$ cat src/rtl/class_pkg.sv
`default_nettype none
// ============================================================================
// Module      : class_pkg
// Description : Shared types for the classifier hash-bucket engines: the
//               32-bit way entry, the 4-way bucket, the request op, the
//               response status and the insert/delete FSM state encoding.
// Revision    : 1.0 - initial release
// ============================================================================
package class_pkg;

    localparam int WAYS    = 4;
    localparam int ENTRY_W = 32;
    localparam int HASH_W  = 13;
    localparam int PTR_W   = 15;
    // The entry is always 32 bits; whatever hash and pointer do not use is pad.
    localparam int PAD_W   = ENTRY_W - 1 - PTR_W - HASH_W;

    typedef struct packed {
        logic              vld;
        logic [PTR_W-1:0]  ptr;
        logic [PAD_W-1:0]  pad;
        logic [HASH_W-1:0] hash;
    } entry_t;

    // Packed so way i lands on bits [i*32 +: 32] of the flat bucket.
    typedef entry_t [WAYS-1:0] bucket_t;

    typedef enum logic [1:0] {
        STS_OK        = 2'd0,
        STS_FULL      = 2'd1,
        STS_NOT_FOUND = 2'd2,
        STS_DUP       = 2'd3
    } status_e;

    typedef enum logic {
        OP_INS = 1'b0,
        OP_DEL = 1'b1
    } op_e;

    typedef enum logic [2:0] {
        S_IDLE = 3'd0,
        S_RD   = 3'd1,
        S_WAIT = 3'd2,
        S_EVAL = 3'd3,
        S_WR   = 3'd4,
        S_RSP  = 3'd5
    } state_e;

    // Builds a valid entry; pad is always zero.
    function automatic entry_t make_entry(input logic [PTR_W-1:0]  ptr,
                                          input logic [HASH_W-1:0] hash);
        entry_t e;
        e.vld  = 1'b1;
        e.ptr  = ptr;
        e.pad  = '0;
        e.hash = hash;
        return e;
    endfunction

endpackage
`default_nettype wire

$ cat src/rtl/class_hbkt_slot_sel.sv
`default_nettype none
// ============================================================================
// Module      : class_hbkt_slot_sel
// Description : Combinational scan of one 4-way bucket. Reports the lowest
//               free way, the lowest valid way whose hash and pointer both
//               match the key, and the number of valid ways.
// Ports       : bkt         - flat 128-bit bucket
//               key_hash    - hash as stored in this table
//               key_ptr     - value pointer to match
//               free_found  / free_idx  - lowest free way
//               match_found / match_idx - lowest matching valid way
//               vld_cnt     - number of valid ways (0..4)
// Revision    : 1.0 - initial release
// ============================================================================
module class_hbkt_slot_sel
    import class_pkg::*;
(
    input  logic [127:0]      bkt,
    input  logic [HASH_W-1:0] key_hash,
    input  logic [PTR_W-1:0]  key_ptr,
    output logic              free_found,
    output logic [1:0]        free_idx,
    output logic              match_found,
    output logic [1:0]        match_idx,
    output logic [2:0]        vld_cnt
);

    bucket_t b;
    assign b = bkt;

    // Scanning from the top way down lets the lowest hit overwrite the others.
    always_comb begin
        free_found  = 1'b0;
        free_idx    = 2'd0;
        match_found = 1'b0;
        match_idx   = 2'd0;
        vld_cnt     = 3'd0;
        for (int i = WAYS - 1; i >= 0; i--) begin
            if (!b[i].vld) begin
                free_found = 1'b1;
                free_idx   = 2'(i);
            end else begin
                vld_cnt = vld_cnt + 3'd1;
                if ((b[i].hash == key_hash) && (b[i].ptr == key_ptr)) begin
                    match_found = 1'b1;
                    match_idx   = 2'(i);
                end
            end
        end
    end

endmodule
`default_nettype wire

$ cat src/rtl/class_hbkt_ins.sv
`default_nettype none
// ============================================================================
// Module      : class_hbkt_ins
// Description : Hash-bucket maintenance engine for the two-table 4-way
//               classifier hash. Takes one insert/delete at a time, reads
//               both candidate buckets, picks a way, writes the modified
//               bucket back and returns a status. Keeps a saturating count
//               of valid entries across both tables.
// Ports       : clk, rst_n                 - clock, async active-low reset
//               req_*                      - request handshake and payload
//               ht_rd_*                    - bucket read strobe / indexes
//               ht_rd_vld, ht_t1/t2_data   - returned buckets
//               ht_wr_t1/t2, ht_wr_addr/data - one-cycle bucket write
//               rsp_vld, rsp_status        - one-cycle response
//               occ_cnt                    - valid entries in both tables
// Config      : CLASS_HBKT_INS_BAL_EN - insert goes to the table whose
//               bucket has fewer valid ways (T1 on a tie) instead of the
//               strict T1-first policy.
// Revision    : 1.0 - initial release
// ============================================================================
module class_hbkt_ins
    import class_pkg::*;
#(
    parameter int HASH_WIDTH = 13,
    parameter int PTR_WIDTH  = 15
) (
    input  logic                  clk,
    input  logic                  rst_n,
    input  logic                  req_vld,
    output logic                  req_rdy,
    input  logic                  req_op,
    input  logic [HASH_WIDTH-1:0] req_h1k,
    input  logic [HASH_WIDTH-1:0] req_h2k,
    input  logic [PTR_WIDTH-1:0]  req_ptr,
    output logic                  ht_rd_req,
    output logic [HASH_WIDTH-1:0] ht_rd_addr_t1,
    output logic [HASH_WIDTH-1:0] ht_rd_addr_t2,
    input  logic                  ht_rd_vld,
    input  logic [127:0]          ht_t1_data,
    input  logic [127:0]          ht_t2_data,
    output logic                  ht_wr_t1,
    output logic                  ht_wr_t2,
    output logic [HASH_WIDTH-1:0] ht_wr_addr,
    output logic [127:0]          ht_wr_data,
    output logic                  rsp_vld,
    output logic [1:0]            rsp_status,
    output logic [HASH_WIDTH+3:0] occ_cnt
);

    localparam logic [HASH_WIDTH+3:0] OCC_MAX = '1;

    state_e                  state_q, state_d;
    op_e                     op_q, op_d;
    logic [HASH_WIDTH-1:0]   h1k_q, h1k_d;
    logic [HASH_WIDTH-1:0]   h2k_q, h2k_d;
    logic [PTR_WIDTH-1:0]    ptr_q, ptr_d;
    bucket_t                 bkt_t1_q, bkt_t1_d;
    bucket_t                 bkt_t2_q, bkt_t2_d;
    logic                    wr_tbl_t2_q, wr_tbl_t2_d;
    bucket_t                 wr_data_q, wr_data_d;
    status_e                 status_q, status_d;
    logic [HASH_WIDTH+3:0]   occ_cnt_q, occ_cnt_d;

    // ------------------------------------------------------------------------
    // Per-table bucket scans. T1 ways hold h2k, T2 ways hold h1k.
    // ------------------------------------------------------------------------
    logic       t1_free_found, t1_match_found;
    logic [1:0] t1_free_idx, t1_match_idx;
    logic [2:0] t1_vld_cnt;
    logic       t2_free_found, t2_match_found;
    logic [1:0] t2_free_idx, t2_match_idx;
    logic [2:0] t2_vld_cnt;

    class_hbkt_slot_sel u_sel_t1 (
        .bkt         (bkt_t1_q),
        .key_hash    (h2k_q),
        .key_ptr     (ptr_q),
        .free_found  (t1_free_found),
        .free_idx    (t1_free_idx),
        .match_found (t1_match_found),
        .match_idx   (t1_match_idx),
        .vld_cnt     (t1_vld_cnt)
    );

    class_hbkt_slot_sel u_sel_t2 (
        .bkt         (bkt_t2_q),
        .key_hash    (h1k_q),
        .key_ptr     (ptr_q),
        .free_found  (t2_free_found),
        .free_idx    (t2_free_idx),
        .match_found (t2_match_found),
        .match_idx   (t2_match_idx),
        .vld_cnt     (t2_vld_cnt)
    );

    // ------------------------------------------------------------------------
    // Way selection: decides whether to write, which table, which way, and
    // the status to report.
    // ------------------------------------------------------------------------
    logic    eval_wr;
    logic    eval_tbl_t2;
    logic [1:0] eval_way;
    status_e eval_status;

    always_comb begin
        eval_wr     = 1'b0;
        eval_tbl_t2 = 1'b0;
        eval_way    = 2'd0;
        eval_status = STS_OK;
        if (op_q == OP_INS) begin
            if (t1_match_found || t2_match_found) begin
                eval_status = STS_DUP;
`ifdef CLASS_HBKT_INS_BAL_EN
            end else if (t1_free_found && t2_free_found) begin
                // Both have room: prefer the emptier bucket, T1 on a tie.
                eval_wr     = 1'b1;
                eval_tbl_t2 = (t2_vld_cnt < t1_vld_cnt);
                eval_way    = (t2_vld_cnt < t1_vld_cnt) ? t2_free_idx : t1_free_idx;
`endif
            end else if (t1_free_found) begin
                eval_wr     = 1'b1;
                eval_tbl_t2 = 1'b0;
                eval_way    = t1_free_idx;
            end else if (t2_free_found) begin
                eval_wr     = 1'b1;
                eval_tbl_t2 = 1'b1;
                eval_way    = t2_free_idx;
            end else begin
                eval_status = STS_FULL;
            end
        end else begin
            if (t1_match_found) begin
                eval_wr     = 1'b1;
                eval_tbl_t2 = 1'b0;
                eval_way    = t1_match_idx;
            end else if (t2_match_found) begin
                eval_wr     = 1'b1;
                eval_tbl_t2 = 1'b1;
                eval_way    = t2_match_idx;
            end else begin
                eval_status = STS_NOT_FOUND;
            end
        end
    end

`ifndef CLASS_HBKT_INS_BAL_EN
    // Way counts only steer the balanced policy.
    logic unused_vld_cnt;
    assign unused_vld_cnt = ^{t1_vld_cnt, t2_vld_cnt};
`endif

    // ------------------------------------------------------------------------
    // New bucket: the selected way is replaced (new entry on insert, zero on
    // delete), the other three pass through untouched.
    // ------------------------------------------------------------------------
    bucket_t new_bkt;
    entry_t  new_ent;

    always_comb begin
        new_ent = '0;
        if (op_q == OP_INS) begin
            new_ent = make_entry(ptr_q, eval_tbl_t2 ? h1k_q : h2k_q);
        end
        new_bkt           = eval_tbl_t2 ? bkt_t2_q : bkt_t1_q;
        new_bkt[eval_way] = new_ent;
    end

    // ------------------------------------------------------------------------
    // FSM: next state, register updates and strobes.
    // ------------------------------------------------------------------------
    always_comb begin
        state_d     = state_q;
        op_d        = op_q;
        h1k_d       = h1k_q;
        h2k_d       = h2k_q;
        ptr_d       = ptr_q;
        bkt_t1_d    = bkt_t1_q;
        bkt_t2_d    = bkt_t2_q;
        wr_tbl_t2_d = wr_tbl_t2_q;
        wr_data_d   = wr_data_q;
        status_d    = status_q;
        occ_cnt_d   = occ_cnt_q;
        req_rdy     = 1'b0;
        ht_rd_req   = 1'b0;
        ht_wr_t1    = 1'b0;
        ht_wr_t2    = 1'b0;
        rsp_vld     = 1'b0;

        case (state_q)
            S_IDLE: begin
                req_rdy = 1'b1;
                if (req_vld) begin
                    op_d    = op_e'(req_op);
                    h1k_d   = req_h1k;
                    h2k_d   = req_h2k;
                    ptr_d   = req_ptr;
                    state_d = S_RD;
                end
            end
            S_RD: begin
                ht_rd_req = 1'b1;
                state_d   = S_WAIT;
            end
            S_WAIT: begin
                if (ht_rd_vld) begin
                    bkt_t1_d = ht_t1_data;
                    bkt_t2_d = ht_t2_data;
                    state_d  = S_EVAL;
                end
            end
            S_EVAL: begin
                status_d    = eval_status;
                wr_tbl_t2_d = eval_tbl_t2;
                wr_data_d   = new_bkt;
                state_d     = eval_wr ? S_WR : S_RSP;
            end
            S_WR: begin
                // Only an OK insert/delete ever reaches this state.
                ht_wr_t1 = !wr_tbl_t2_q;
                ht_wr_t2 = wr_tbl_t2_q;
                if (op_q == OP_INS) begin
                    if (occ_cnt_q != OCC_MAX) begin
                        occ_cnt_d = occ_cnt_q + 1'b1;
                    end
                end else begin
                    if (occ_cnt_q != '0) begin
                        occ_cnt_d = occ_cnt_q - 1'b1;
                    end
                end
                state_d = S_RSP;
            end
            S_RSP: begin
                rsp_vld = 1'b1;
                state_d = S_IDLE;
            end
            default: begin
                state_d = S_IDLE;
            end
        endcase
    end

    always_ff @(posedge clk or negedge rst_n) begin
        if (!rst_n) begin
            state_q     <= S_IDLE;
            op_q        <= OP_INS;
            h1k_q       <= '0;
            h2k_q       <= '0;
            ptr_q       <= '0;
            bkt_t1_q    <= '0;
            bkt_t2_q    <= '0;
            wr_tbl_t2_q <= 1'b0;
            wr_data_q   <= '0;
            status_q    <= STS_OK;
            occ_cnt_q   <= '0;
        end else begin
            state_q     <= state_d;
            op_q        <= op_d;
            h1k_q       <= h1k_d;
            h2k_q       <= h2k_d;
            ptr_q       <= ptr_d;
            bkt_t1_q    <= bkt_t1_d;
            bkt_t2_q    <= bkt_t2_d;
            wr_tbl_t2_q <= wr_tbl_t2_d;
            wr_data_q   <= wr_data_d;
            status_q    <= status_d;
            occ_cnt_q   <= occ_cnt_d;
        end
    end

    assign ht_rd_addr_t1 = h1k_q;
    assign ht_rd_addr_t2 = h2k_q;
    assign ht_wr_addr    = wr_tbl_t2_q ? h2k_q : h1k_q;
    assign ht_wr_data    = wr_data_q;
    assign rsp_status    = status_q;
    assign occ_cnt       = occ_cnt_q;

endmodule
`default_nettype wire
$ cat config.mk
export PLATFORM = sky130hd
export DESIGN_NAME = class_hbkt_ins
export DESIGN_NICKNAME = d
export VERILOG_FILES = /design/src/rtl/class_pkg.sv /design/src/rtl/class_hbkt_slot_sel.sv /design/src/rtl/class_hbkt_ins.sv
export SDC_FILE = /design/constraint.sdc
export NUM_CORES = 1
export LEC_CHECK = 0
export CORE_UTILIZATION = 40
export DETAILED_ROUTE_END_ITERATION = 12
export DONT_BUFFER_PORTS = 1
export GPL_ROUTABILITY_DRIVEN = 0
export GPL_TIMING_DRIVEN = 0
export HOLD_SLACK_MARGIN = 0.05
export PLACE_DENSITY = 0.56
export RECOVER_POWER = 25
export SYNTH_ARGS = -nofsm -noshare
export SYNTH_HDL_FRONTEND = slang
export SYNTH_SLANG_ARGS = --single-unit
$ cat constraint.sdc
create_clock -name clk -period 7.9 [get_ports clk]
set_input_delay 1.58 -clock clk [delete_from_list [all_inputs] [get_ports clk]]
set_output_delay 1.58 -clock clk [all_outputs]
set_load 0.02 [all_outputs]
== Word level (Yosys, flattened, before mapping) ==
Cells that the tools add are included.

* Flip-flop bits (word level): 449
* Input port bits: 302
* Output and inout bits: 191
* Logic and storage cells: 192

* $add $sub $neg: 2
* Order comparisons: 2
* Eq/ne operators: 25
* Multiplexer cells: 89
* Reductions and logical operators: 18

{| class="wikitable"
|+ Operators with widths
! cell !! count
|-
| bitwise mux 128 bit || 1
|-
| 2-to-1 mux 128 bit || 1
|-
| == test 15 bit || 8
|-
| == test 13 bit || 8
|-
| 2-to-1 mux 2 bit || 34
|-
| demux 32 bit (select 2 bit) || 1
|-
| 2-to-1 mux 32 bit || 2
|-
| 2-to-1 mux 17 bit || 3
|-
| 2-to-1 mux 1 bit || 42
|-
| 2-to-1 mux 13 bit || 2
|-
| adder 17 x 1 -> 17 bit (second input constant) || 1
|-
| inequality test 17 bit (second input constant) || 1
|-
| nonzero test 17 bit || 1
|-
| subtractor 17 x 1 -> 17 bit (second input constant) || 1
|-
| one-hot mux 3 bit (5 select lines) || 1
|-
| logical AND 1 bit || 9
|-
| == test 3 x 2 -> 1 bit (second input constant) || 2
|-
| == test 3 bit (second input constant) || 2
|-
| 2-to-1 mux 3 bit || 2
|-
| AND reduction 2 bit || 3
|-
| inequality test 2 bit (second input constant) || 2
|-
| == test 3 x 1 -> 1 bit (second input constant) || 1
|-
| zero test 3 bit || 1
|-
| < comparator 2 x 3 -> 1 bit (second input constant) || 1
|-
| other kinds (6) || 6
|}

== Longest topological paths before layout ==
* Depth in word-level cells: 18
* Gate-level depth with buffers: 13

== Modules after synthesis ==
A second synthesis with hierarchy kept.

* Cell total of the unflattened synthesis: 2113
* Area, all modules: 23302.3 um2

{| class="wikitable"
|+ Modules (own cells, without submodules)
! module !! times used !! cells an instance !! area an instance (um2) !! sequential area each (um2)
|-
| class_hbkt_ins || 1 || 1748 || 20430.8 || 11235.8
|-
| class_hbkt_slot_sel (u_sel_t2) || 1 || 182 || 1440.1 || 0.0
|-
| class_hbkt_slot_sel (u_sel_t1) || 1 || 183 || 1431.4 || 0.0
|}

== Least setup slack after synthesis ==
OpenSTA, ideal clock, no wires.

* Path kind: register -> register
* Start point: register op_q
* End point: register occ_cnt_q[16] (netlist: occ_cnt[16])
* Library setup time: 0.131 ns
* Arrival time: 3.111 ns
* Required time: 7.769 ns
* Setup slack: 4.659 ns
* Cell stages (with the launch flop): 14
* Buffers on the path: 1
* Cells stage by stage: dfrtp_1 > clkinv_1 > clkbuf_1 > fa_1 > nor2b_1 > o21ai_0 > a21oi_1 > o41a_1 > a41o_1 > o41a_1 > a211oi_1 > xnor2_1 > nand2_1 > xnor2_1

* Longest elaborated chain between the ends: 2

{| class="wikitable"
|+ RTL lines
! item !! line !! source
|-
| from (decl) || class_hbkt_ins.sv:53 || <nowiki>op_e op_q, op_d;</nowiki>
|-
| from (signal assigned) || class_hbkt_ins.sv:257 || <nowiki>op_q <= op_d;</nowiki>
|-
| inequality test 2 x 1 -> 1 bit (no line) or nonzero test 2 bit (tied branches) || - ||
|-
| AND reduction 3 bit (no line) || - ||
|-
| to (signal assigned) || class_hbkt_ins.sv:266 || <nowiki>occ_cnt_q <= occ_cnt_d;</nowiki>
|-
| to (decl) || class_hbkt_ins.sv:62 || <nowiki>logic [HASH_WIDTH+3:0] occ_cnt_q, occ_cnt_d;</nowiki>
|}

Parallel ways exist; a longest one is shown, timed or not.
A chain may end at the register's enable or synchronous reset.

== Worst setup path after layout ==
* Start point: register h1k_q[12] (netlist: ht_rd_addr_t1[12])
* End point: register wr_data_q (netlist bit ht_wr_data[34])

* Longest elaborated chain between the ends: 18

{| class="wikitable"
|+ RTL lines
! item !! line !! source
|-
| from (decl) || class_hbkt_ins.sv:54 || <nowiki>logic [HASH_WIDTH-1:0] h1k_q, h1k_d;</nowiki>
|-
| from (signal assigned) || class_hbkt_ins.sv:258 || <nowiki>h1k_q <= h1k_d;</nowiki>
|-
| == test 13 bit || class_hbkt_slot_sel.sv:44 || <nowiki>if ((b[i].hash == key_hash) && (b[i].ptr == key_ptr)) begin</nowiki>
|-
| logical AND 1 bit || class_hbkt_slot_sel.sv:44 ||
|-
| 2-to-1 mux 2 bit or 2-to-1 mux 1 bit (tied branches) || class_hbkt_slot_sel.sv:44 ||
|-
| 2-to-1 mux 2 bit or 2-to-1 mux 1 bit (tied branches) || class_hbkt_slot_sel.sv:39 || <nowiki>if (!b[i].vld) begin</nowiki>
|-
| 2-to-1 mux 2 bit or 2-to-1 mux 1 bit (tied branches) || class_hbkt_slot_sel.sv:44 ||
|-
| 2-to-1 mux 2 bit or 2-to-1 mux 1 bit (tied branches) || class_hbkt_slot_sel.sv:39 ||
|-
| 2-to-1 mux 2 bit or 2-to-1 mux 1 bit (tied branches) || class_hbkt_slot_sel.sv:44 ||
|-
| 2-to-1 mux 2 bit or 2-to-1 mux 1 bit (tied branches) || class_hbkt_slot_sel.sv:39 ||
|-
| (+2 left out) || - ||
|-
| 2-to-1 mux 2 bit or logical OR 1 bit (tied branches) || class_hbkt_ins.sv:136, class_hbkt_ins.sv:111 ||
|-
| 2-to-1 mux 2 bit (on tied branches) || class_hbkt_ins.sv:132, class_hbkt_ins.sv:111 ||
|-
| 2-to-1 mux 2 bit || class_hbkt_ins.sv:110 || <nowiki>if (op_q == OP_INS) begin</nowiki>
|-
| < comparator 2 x 3 -> 1 bit (not written as such) or greater-or-equal comparator 2 x 1 -> 1 bit (tied branches) || class_hbkt_ins.sv:165 || <nowiki>new_bkt[eval_way] = new_ent;</nowiki>
|-
| logical AND 1 bit (not written as such) || class_hbkt_ins.sv:165 ||
|-
| 2-to-1 mux 32 bit (not written as such) || class_hbkt_ins.sv:165 ||
|-
| demux 32 bit (select 2 bit) || class_hbkt_ins.sv:165 ||
|-
| bitwise mux 128 bit * || class_hbkt_ins.sv:165 ||
|-
| to (signal assigned) || class_hbkt_ins.sv:264 || <nowiki>wr_data_q <= wr_data_d;</nowiki>
|-
| to (decl) || class_hbkt_ins.sv:60 || <nowiki>bucket_t wr_data_q, wr_data_d;</nowiki>
|}

Every way passes the cells marked *; elsewhere a longest branch is shown, timed or not.

==> impl_metrics.env <==
export IMPL_status="complete, but fails checks"
export IMPL_violations="max-slew violations"
export IMPL_place_inst=2714
export IMPL_area_growth_pct=12.8
export IMPL_post_cts_buffers=0
export IMPL_grt_use_total=0.332
export IMPL_cts_tree="yes"
export IMPL_drt_iter0_markers=1749
export IMPL_met1_usage=0.405
export IMPL_synth_distinct_cells=58
export IMPL_synth_top_area_share=0.489
export IMPL_leakage_nw=10.6
export IMPL_yosys_area_top_type="dfrtp_1"
export IMPL_firstDrtPassIters=5
export IMPL_drc_errors=0
export IMPL_routedWlPerCell_um=34.7
export IMPL_cts_buffers=53
export IMPL_fp_row_count=87
export IMPL_totalWireLength_mm=98.6
export IMPL_htreeDepth=2
export IMPL_fin_util=0.458
export IMPL_cellPowerDensity_mw_per_mm2=551
export IMPL_worst_pin_slew_ns=1.65
export IMPL_die_area_mm2=0.0584
export IMPL_grt_first_pass_wirelength_mm=136
export IMPL_grt_max_degree=450
export IMPL_syn_area_mm2=0.0230
export IMPL_ioPinCount=493
export IMPL_finalInstanceArea_mm2=0.0259
export IMPL_grt_pass1_vias=17200
export IMPL_worstHoldPathType="reg -> reg"
export IMPL_start_util=0.406
export IMPL_ys_seq_elements=449
export IMPL_period_minus_slack_ns=4.63
export IMPL_maxSlewViolCount=89
export IMPL_holdPathStages=1
export IMPL_syn_inst=1958
export IMPL_fin_crit_sh=0.586
export IMPL_fmax_mhz=216
export IMPL_maxSlewHeadroom=-0.0991
export IMPL_ys_flop_type="dfrtp_1"
export IMPL_critPathCaptureType="register"
export IMPL_cp_depth=13
export IMPL_path_cells="buf_2 -> xor2_1 -> nor4_1 -> nand4_1 -> or3_1 -> nand4_2 -> mux2i_1 -> nor2_4 -> buf_6 -> buf_6 -> mux2i_1 -> mux2i_1 -> o21ai_1"
export IMPL_die_w_um=242
export IMPL_cts_sinks=449
export IMPL_cp_buffers_inverters=3
export IMPL_core_mm2=0.0566
export IMPL_root_buffer="clkbuf_16"
export IMPL_ys_warnings_count=0
export IMPL_cp_common_cell="mux2i_1"
export IMPL_cts_clk_slew_worst_paths_ns=0.06
export IMPL_vias=17000
export IMPL_syn_nets=2276
export IMPL_clk_latency_ns=0.62
export IMPL_synth_yosys_seq_area_share=0.489
export IMPL_grt_met2_usage=0.535
export IMPL_die_y_um=242
export IMPL_syn_avg_cell_area_um2=11.7
export IMPL_finalClockSkew_ns=0.0236
export IMPL_final_setup_viol_count=0
export IMPL_placed_cell_area_mm2=0.0239
export IMPL_synth_async_reset_ratio=1.00
export IMPL_reg2reg_depth=13
export IMPL_avgViaCountPerCell=5.98
export IMPL_clock_path_buffers=3
export IMPL_busiest_layer="met2"
export IMPL_hold_ws_ns=0.505
export IMPL_dpl_hpwl_mm=75.8
export IMPL_cts_hold_buffers=0
export IMPL_worst_ep_arrival_time_ns=5.17
export IMPL_hold_violations=0
export IMPL_netlist_top_cells_area="dfrtp_1 49%, mux2_2 19%, xnor2_1 6.7%"
export IMPL_portBuffers=0
export IMPL_critPathKind="reg -> reg"
export IMPL_drive_above_1_share=0.267
export IMPL_fin_cells=2840
export IMPL_vdd_ir_drop_max_v=0.000294
export IMPL_gr_total_overflow=0
export IMPL_worstPathMaxFanout=10
export IMPL_cts_resized=0
export IMPL_fin_setup_tns_ns=0
export IMPL_antenna_left=0
export IMPL_required_ns=8.44
export IMPL_synth_edf_count=0
export IMPL_grt_use_met3=0.120
export IMPL_critical_path_max_stage_delay_ns=0.76
export IMPL_final_nets=2331
export IMPL_start_kind="register"
export IMPL_rsz0062_at_grt="false"
export IMPL_crit_slowest_cell="mux2i_1"
export IMPL_antenna_found_initial=45
export IMPL_drv_cap=0
export IMPL_cp_top_family="simple AND/OR/NAND/NOR gates"
==> flip-flops by register name, indices dropped and copies added, names as in the netlist <==
register / count
ptr_q: 15
bkt_t2_q: 128
bkt_t1_q: 128
op_q: 1
ht_wr_data: 128
state_q: 3
ht_rd_addr_t2: 13
occ_cnt: 17
ht_rd_addr_t1: 13
rsp_status: 2
wr_tbl_t2_q: 1
==> synthesized netlist by cell type (4+ instances only) <==
library cell and instances:
o21a_1 4, buf_2 39, and3_1 19, buf_6 9, dfrtp_1 449, mux2i_1 129
a31oi_1 47, inv_1 9, nand2_1 177, a21o_1 4, nor3_1 7, nand3_1 21
nor4_1 31, o22ai_1 61, mux2_2 381, o21ai_1 42, xnor2_1 177, nor2_1 35
nand4_1 45, nand2b_1 4, xor2_1 59, o21ai_0 38, buf_4 25, clkbuf_1 72
ha_1 15, a21oi_1 15
==> power by group <==
| group | switching, W | internal [W] |
|---|---|---|
| sequential | 0.00187 | 0.00345 |
| clock | 0.00106 | 0.00169 |
| combinational | 0.00360 | 0.00261 |
==> final timing paths <==
kind,startpoint,to,slack (ns)
max,ht_rd_addr_t1[12]$_DFFE_PN0P_,ht_wr_data[34]$_DFFE_PN0N_,3.27
min,bkt_t2_q[45]$_DFFE_PN0P_,bkt_t2_q[45]$_DFFE_PN0P_,0.50
max reg2reg,ht_rd_addr_t1[12]$_DFFE_PN0P_,ht_wr_data[34]$_DFFE_PN0N_,3.27
min reg2reg,bkt_t2_q[45]$_DFFE_PN0P_,bkt_t2_q[45]$_DFFE_PN0P_,0.50
max in group asynchronous,rst_n,bkt_t1_q[59]$_DFFE_PN0P_,5.92
min in group asynchronous,rst_n,occ_cnt[2]$_DFFE_PN0P_,0.67
==> metal layers <==
| metal | part of all wire | vias to the layer above |
|---|---|---|
| met5 | 0.0020 | - |
| met4 | 0.039 | 28 |
| met3 | 0.11 | 204 |
| met2 | 0.47 | 872 |
| met1 | 0.38 | 8768 |
| li1 | - | 7119 |
==> metrics by stage <==
stage	power (W)	setup WS (ns)
2_1_floorplan	0.00893	4.66
3_3_place_gp	0.0113	3.24
3_5_place_dp	0.0114	3.19
4_1_cts	0.0141	3.28
5_1_grt	0.0148	3.14
6_report	0.0143	3.27
==> logic make-up after synthesis <==
kind of cell / synth area share
AND/OR/NAND/NOR: 0.0732
multiplexers: 0.243
flip-flops: 0.489
XOR/XNOR: 0.0900
AO/OA/AOI/OAI: 0.0607
buffers and inverters: 0.0352
adder cells (fa/ha/maj): 0.00904
==> layout by cell type, fill, tap and decap left out, types with 3 or more instances in the layout <==
cell        synthesis  layout
nor4_1             31      31
buf_2              39      39
a21o_1              4       4
xor2_1             59      59
and2_1              3       3
nand2_1           177     177
a211oi_1            3       3
inv_6               0       3
nor2_1             35      35
ha_1               15      15
mux2i_1           129     129
nor3_1              7       7
clkbuf_16           0      55
mux2_2            381     381
o21a_1              4       4
buf_6               9       9
bufinv_16           0      11
xnor2_1           177     177
clkinvlp_4          0       3
a21oi_1            15      15
o22ai_1            61      61
clkbuf_1           72      81
nand2b_1            4       4
dfrtp_1           449     449
o21ai_1            42      42
inv_1               9       9
clkinv_2            0      11
nand3_1            21      21
clkbuf_8            0       6
buf_1               3       3
nand4_1            45      45
a31oi_1            47      47
and3_1             19      19
diode_2             0      28
buf_4              25      25
o21ai_0            38      38
==> layout make-up <==
class | count | area (um2)
fill | 5310 | 30700
sequential | 449 | 11200
multi-input combinational | 1350 | 10900
clock buffer | 70 | 1490
tap | 756 | 946
buffer | 149 | 771
clock inverter | 28 | 434
antenna | 28 | 70.1
inverter | 10 | 37.5
Note: power is estimated with default switching activity, not from simulation.
